==> config.mk <==
export PLATFORM = sky130hd
export DESIGN_NAME = diferential_muxpga_driver_flat
export DESIGN_NICKNAME = d
export VERILOG_FILES = /design/src/rtl/diferential_muxpga_driver_if.sv /design/src/rtl/diferential_muxpga_driver.sv /design/src/flat_wrapper.sv
export SDC_FILE = /design/constraint.sdc
export NUM_CORES = 1
export LEC_CHECK = 0
export BUFFER_PORTS_ARGS = -buffer_cell sky130_fd_sc_hd__buf_2
export CORE_UTILIZATION = 35
export DETAILED_ROUTE_END_ITERATION = 8
export HOLD_SLACK_MARGIN = 0.08
export PLACE_DENSITY = 0.59
export SYNTH_ARGS = -nofsm -noshare
export SYNTH_HDL_FRONTEND = slang
export SYNTH_SLANG_ARGS = --single-unit
export TNS_END_PERCENT = 10
==> constraint.sdc <==
create_clock -name clk -period 7.1 [get_ports clk]
set_input_delay 0.355 -clock clk [delete_from_list [all_inputs] [get_ports clk]]
set_output_delay 0.355 -clock clk [all_outputs]
set_load 0.02 [all_outputs]
==> src/rtl/diferential_muxpga_driver_if.sv <==
// Host-side handshake bundle for the muxpga pin driver.
// master: host (start/stop, cfg and run streams); slave: the driver.
interface diferential_muxpga_driver_if;
   logic       start;
   logic       stop;
   logic       cfg_valid;
   logic [3:0] cfg_nibble;
   logic       cfg_ready;
   logic       run_valid;
   logic [3:0] run_nibble;
   logic       run_ready;
   logic       res_valid;
   logic [7:0] res_data;
   logic       loaded;

   modport master (
      output start, stop,
      output cfg_valid, cfg_nibble,
      output run_valid, run_nibble,
      input  cfg_ready, run_ready,
      input  res_valid, res_data, loaded
   );

   modport slave (
      input  start, stop,
      input  cfg_valid, cfg_nibble,
      input  run_valid, run_nibble,
      output cfg_ready, run_ready,
      output res_valid, res_data, loaded
   );
endinterface

==> src/rtl/diferential_muxpga_driver.sv <==
// Sequencer driving the muxpga 8-bit pin bus: fabric reset, config load,
// then run beats. Ports: clk, reset (async high), host (slave modport),
// pin_out {cmd[1:0], nibble[3:0], pin reset, pin clock}, pin_in (fabric io_out).
module diferential_muxpga_driver #(
   parameter int NIBBLES      = 24,
   parameter int RESET_CYCLES = 2
) (
   input  logic                          clk,
   input  logic                          reset,
   diferential_muxpga_driver_if.slave    host,
   output logic [7:0]                    pin_out,
   input  logic [7:0]                    pin_in
);

   localparam int MAXC = (NIBBLES > RESET_CYCLES) ? NIBBLES : RESET_CYCLES;
   localparam int CW   = $clog2(MAXC + 1);

   localparam logic [1:0] S_IDLE = 2'd0;
   localparam logic [1:0] S_RST  = 2'd1;
   localparam logic [1:0] S_LOAD = 2'd2;
   localparam logic [1:0] S_RUN  = 2'd3;

   localparam logic [1:0] CMD_CFG  = 2'd0;
   localparam logic [1:0] CMD_RUN  = 2'd1;
   localparam logic [1:0] CMD_HOLD = 2'd2;

   logic [1:0]    state, state_d;
   logic [CW-1:0] cnt, cnt_d, cnt_inc;
   logic [7:0]    pin_q, pin_d;
   logic          res_valid_q, res_valid_d;
   logic [7:0]    res_data_q, res_data_d;
   logic          ph;
   logic          cfg_acc, run_acc;

   // pin clock is the low bit of the registered pin bus
   assign ph      = pin_q[0];
   assign cnt_inc = cnt + CW'(1);

   assign cfg_acc = (state == S_LOAD) & ~ph & host.cfg_valid;
   // stop wins over a simultaneous run_valid
   assign run_acc = (state == S_RUN) & ~ph & host.run_valid & ~host.stop;

   always_comb begin
      state_d     = state;
      cnt_d       = cnt;
      pin_d       = pin_q;
      res_valid_d = 1'b0;
      res_data_d  = res_data_q;
      unique case (state)
         S_IDLE: begin
            pin_d = {CMD_HOLD, 4'h0, 2'b00};
            if (host.start) begin
               state_d = S_RST;
               cnt_d   = '0;
               pin_d   = {CMD_CFG, 4'h0, 2'b10};
            end
         end
         S_RST: begin
            if (!ph) begin
               pin_d[0] = 1'b1;
            end else begin
               pin_d[0] = 1'b0;
               if (cnt_inc == CW'(RESET_CYCLES)) begin
                  state_d = S_LOAD;
                  cnt_d   = '0;
                  pin_d   = {CMD_CFG, 4'h0, 2'b00};
               end else begin
                  cnt_d = cnt_inc;
               end
            end
         end
         S_LOAD: begin
            if (!ph) begin
               // no cfg_valid: hold ph=0, no pin edge
               if (cfg_acc) begin
                  pin_d = {CMD_CFG, host.cfg_nibble, 2'b01};
               end
            end else begin
               pin_d[0] = 1'b0;
               if (cnt_inc == CW'(NIBBLES)) begin
                  state_d = S_RUN;
                  cnt_d   = '0;
                  pin_d   = {CMD_RUN, 4'h0, 2'b00};
               end else begin
                  cnt_d = cnt_inc;
               end
            end
         end
         S_RUN: begin
            if (!ph) begin
               if (host.stop) begin
                  state_d = S_IDLE;
                  cnt_d   = '0;
                  pin_d   = {CMD_HOLD, 4'h0, 2'b00};
               end else if (run_acc) begin
                  pin_d = {CMD_RUN, host.run_nibble, 2'b01};
               end
            end else begin
               // fabric output has settled after the run edge
               pin_d[0]    = 1'b0;
               res_valid_d = 1'b1;
               res_data_d  = pin_in;
               if (cnt != '1) begin
                  cnt_d = cnt_inc;
               end
            end
         end
         default: begin
            state_d = S_IDLE;
            cnt_d   = '0;
            pin_d   = {CMD_HOLD, 4'h0, 2'b00};
         end
      endcase
   end

   always_ff @(posedge clk or posedge reset) begin
      if (reset) begin
         state       <= S_IDLE;
         cnt         <= '0;
         pin_q       <= 8'h00;
         res_valid_q <= 1'b0;
         res_data_q  <= 8'h00;
      end else begin
         state       <= state_d;
         cnt         <= cnt_d;
         pin_q       <= pin_d;
         res_valid_q <= res_valid_d;
         res_data_q  <= res_data_d;
      end
   end

   assign pin_out        = pin_q;
   assign host.cfg_ready = cfg_acc;
   assign host.run_ready = run_acc;
   assign host.res_valid = res_valid_q;
   assign host.res_data  = res_data_q;
   assign host.loaded    = (state == S_RUN);

endmodule
==> src/flat_wrapper.sv <==
// flat-port wrapper written by rule: the top's interface ports become plain ports
module diferential_muxpga_driver_flat 
#(
   parameter int NIBBLES      = 24,
   parameter int RESET_CYCLES = 2
)
  (clk, reset, pin_out, pin_in, host_start, host_stop, host_cfg_valid, host_cfg_nibble, host_run_valid, host_run_nibble, host_cfg_ready, host_run_ready, host_res_valid, host_res_data, host_loaded);
  diferential_muxpga_driver_if host_i ();
  input  logic clk;
  input  logic reset;
  output logic [7:0] pin_out;
  input  logic [7:0] pin_in;
  input wire logic [$bits(host_i.start)-1:0] host_start;
  input wire logic [$bits(host_i.stop)-1:0] host_stop;
  input wire logic [$bits(host_i.cfg_valid)-1:0] host_cfg_valid;
  input wire logic [$bits(host_i.cfg_nibble)-1:0] host_cfg_nibble;
  input wire logic [$bits(host_i.run_valid)-1:0] host_run_valid;
  input wire logic [$bits(host_i.run_nibble)-1:0] host_run_nibble;
  output wire logic [$bits(host_i.cfg_ready)-1:0] host_cfg_ready;
  output wire logic [$bits(host_i.run_ready)-1:0] host_run_ready;
  output wire logic [$bits(host_i.res_valid)-1:0] host_res_valid;
  output wire logic [$bits(host_i.res_data)-1:0] host_res_data;
  output wire logic [$bits(host_i.loaded)-1:0] host_loaded;
  assign host_i.start = host_start;
  assign host_i.stop = host_stop;
  assign host_i.cfg_valid = host_cfg_valid;
  assign host_i.cfg_nibble = host_cfg_nibble;
  assign host_i.run_valid = host_run_valid;
  assign host_i.run_nibble = host_run_nibble;
  assign host_cfg_ready = host_i.cfg_ready;
  assign host_run_ready = host_i.run_ready;
  assign host_res_valid = host_i.res_valid;
  assign host_res_data = host_i.res_data;
  assign host_loaded = host_i.loaded;
  diferential_muxpga_driver #(.NIBBLES(NIBBLES), .RESET_CYCLES(RESET_CYCLES)) u_core (.clk(clk), .reset(reset), .host(host_i), .pin_out(pin_out), .pin_in(pin_in));
endmodule
==> flow_summary.yaml <==
routing:
  first_iter_violations: 27
  detail_route.drc_violations: 0
  wirelength_um: 2960
  dr_total_vias: 1122
  routed_wirelength_normalized_by_instance_count_um: 13.7
  drt_first_pass_iters: 4
  ant_nets: 0
  vias_per_cell: 5.22
finish:
  num_antenna_cells: 0
  areaGrowthSynthToFinish_pct: 21.8
  fin_nets: 198
  post_route_cells_drive_above_1_share: 0.383
synthesis:
  synthesis.area_mm2: 0.00134
  yosys.area_share.simple: 0.155
  synth_xor_area_frac: 0.0131
  synth_compound_gate_area_share: 0.132
  ys_seq_elements: 24
  synth_area_per_cell_um2: 10.6
  ys_async_sr_fraction: 1.00
  synth_cell_types: 38
  synthesis.nets: 157
  post_synth_mux_area_share: 0.132
  yosys.area.top_type: "dfrtp_1"
  synth.top_cell.area_share: 0.448
  synth_enable_flop_cells: 0
  yosys-top-cells-area: "dfrtp_1, mux2_2, ha_1, nor2_1, inv_1"
  synth_cells: 127
  synth_seq_area_share: 0.448
  largest_family_of_logic_cells_by_synthesized_area: "simple AND/OR/NAND/NOR gates"
  yosys.area_share.adder: 0.0746
  dominant_synthesized_flop_cell: "dfrtp_1"
  ys.warnings.count: 0
timing:
  max_slew_margin: 0.400
  worst_clock_skew_ns: 0.00455
  timing.final.hold_violations: 0
  setup-violations-final: 0
  worst-slew-pin-transition_ns: 0.899
  grt_setup_unrepaired: "no"
  period_needed_ns: 2.60
  fin_crit_sh: 0.366
  max_clock_freq_mhz: 385
  final_max_slew_viol_count: 0
  fin_tns_setup_ns: 0
critical_path:
  worst_ep_required_time_ns: 7.26
  critical_path.slowest_cell: "dfrtp_1"
  crit_path_max_incr_delay_ns: 0.46
  critPathMaxFanout: 7
  cp-end-kind: "register"
  timing.setup.critical_path_class: "register to register"
  timing.critical_path.cells: "ha_1, and3_1, ha_1, nor4b_2, a21oi_2, o21ba_2, mux2_2"
  worst-endpoint-arrival_ns: 2.76
  timing.reg2reg.setup_slack_ns: 4.50
  critical_path.n_buffers_inverters: 0
  worst_r2r_endpoint: "u_core.pin_out[2]$_DFFE_PP0P_"
  path_common_cell: "ha_1"
  rr_startpoint: "u_core.cnt[0]$_DFFE_PP0P_"
  path_delay_family: "adder cells"
  crit_path_start_kind: "register"
  reg2regPathDepth: 7
floorplanning:
  core_mm2: 0.00366
  ios: 42
  fp-row-count: 22
  die-area_mm2: 0.00408
  die_h_um: 63.9
  dieWidth_um: 63.9
  start_util: 0.366
power:
  worst_ir_drop_vdd_mv: 0.206
  overall_power_uw: 704
  power_leakage_uw: 0.000814
  power.density_cell_area_mw_per_mm2: 431
cts:
  clkSinkCount: 24
  max-clock-path-buffers: 2
  ctsHtreeMaxLevel: 1
  cts_setup_buffers: 0
  cts.clk_slew.worst_paths_ns: 0.09
  clock_insertion_delay_worst_skew_ns: 0.27
  cts-resized-gates: 0
  clockRootBuffer: "clkbuf_8"
  cts_tree: "built"
  ctsHoldBuffers: 0
  tritoncts.num_buffers: 3
grt:
  track_usage: 0.158
  global_route_wire_length_before_repair_um: 5000
  initial_antenna_violation_count: 0
  first_global_vias: 1113
  globalRoute.totalOverflow: 0
  pin_count_of_the_biggest_net_entering_global_routing: 25
run_status:
  run_status: "complete, no violations"
flow_run:
  max_cap_viol_count: 0
placement:
  dp_hpwl_um: 2210
  port_buffers: 41
  gp_congestion: 0.778
hold_path:
  hold_path_class: "input pin to async pin"
==> cells in the final DEF (no fill, tap or decap), drive strengths merged, types with 2 or more instances in the layout <==
cell    instances
nand2b          2
a21oi           2
mux2i           2
o32a            2
inv             9
mux2           14
o21ai           6
ha              8
buf            41
nand2           9
nand3           3
o41ai           2
nor3            4
dfrtp          24
nor2           11
a22oi           4
xor2            2
clkbuf          4
and2            2
==> cells in the mapped netlist, types with 2 or more instances <==
cell	number
ha_1	8
nand2b_1	2
nor2_1	11
mux2i_1	2
o21ai_0	6
nand2_1	9
a22oi_1	4
dfrtp_1	24
nor3_1	4
o32a_1	2
xor2_1	2
nand3_1	3
o41ai_1	2
mux2_2	14
clkbuf_1	3
inv_1	9
==> cell type report <==
class | instances | area, um^2
well taps | 48 | 60.1
inverters | 9 | 33.8
flip-flops and latches | 24 | 601
clock buffers | 4 | 55.1
multi-input cells | 89 | 679
fillers | 343 | 2030
repair buffers | 41 | 205
==> power by group <==
part / internal (uW) / total, uW / switching, uW
Clock: 49.6 / 94.4 / 44.9
Combinational: 158 / 382 / 224
Sequential: 189 / 227 / 38.4
==> per-stage QoR <==
| stage | worst slack [ns] | utilization | instances | hold WS (ns) | cell area (um^2) |
|---|---|---|---|---|---|
| 3_5_place_dp | 4.51 | 0.431 | 211 | 0.490 | 1580 |
| 2_1_floorplan | 4.71 | - | 127 | 0.370 | 1340 |
| 6_report | 4.50 | 0.446 | 215 | 0.266 | 1630 |
| 3_3_place_gp | 4.60 | 0.431 | 211 | 0.485 | 1580 |
| 4_1_cts | 4.50 | 0.446 | 215 | 0.305 | 1630 |
| 5_1_grt | 4.36 | 0.446 | 215 | 0.301 | 1630 |
==> routing by layer <==
metal / GRT usage / wire length [um] / up-vias
met1: 0.181 / 1310 / 546
li1: - / - / 529
met5: 0 / 0 / -
met4: 0.0483 / 48 / 0
met3: 0.0393 / 170 / 7
met2: 0.287 / 1430 / 40
==> worst max path at each step <==
| stage | from | endpoint | slack (ns) | depth (start not counted) |
|---|---|---|---|---|
| 5_1_grt | u_core.cnt[0]$_DFFE_PP0P_ | u_core.pin_out[2]$_DFFE_PP0P_ | 4.36 | 7 |
| 2_1_floorplan | u_core.cnt[0]$_DFFE_PP0P_ | u_core.pin_out[2]$_DFFE_PP0P_ | 4.71 | 8 |
| 3_3_place_gp | u_core.cnt[0]$_DFFE_PP0P_ | u_core.pin_out[4]$_DFFE_PP0P_ | 4.60 | 7 |
| 6_report | u_core.cnt[0]$_DFFE_PP0P_ | u_core.pin_out[2]$_DFFE_PP0P_ | 4.50 | 7 |
| 4_1_cts | u_core.cnt[0]$_DFFE_PP0P_ | u_core.pin_out[2]$_DFFE_PP0P_ | 4.50 | 7 |
| 3_5_place_dp | u_core.cnt[0]$_DFFE_PP0P_ | u_core.pin_out[2]$_DFFE_PP0P_ | 4.51 | 7 |
==> state kept, by name, summed over array words and instances, names as in the netlist <==
name,count
u_core.host.res_data,8
u_core.pin_out,8
u_core.cnt,5
u_core.state,2
u_core.host.res_valid,1
==> cell families (layout without fill, tap and decap cells) <==
group / Yosys count / after routing
buffers and inverters: 14 / 54
and+or+nand+nor: 39 / 39
DFF: 24 / 24
xor gates and xnor gates: 2 / 2
muxes: 16 / 16
AOI/OAI and AO/OA: 24 / 24
adders and majority gates: 8 / 8
Note: power is estimated with default switching activity, not from simulation.
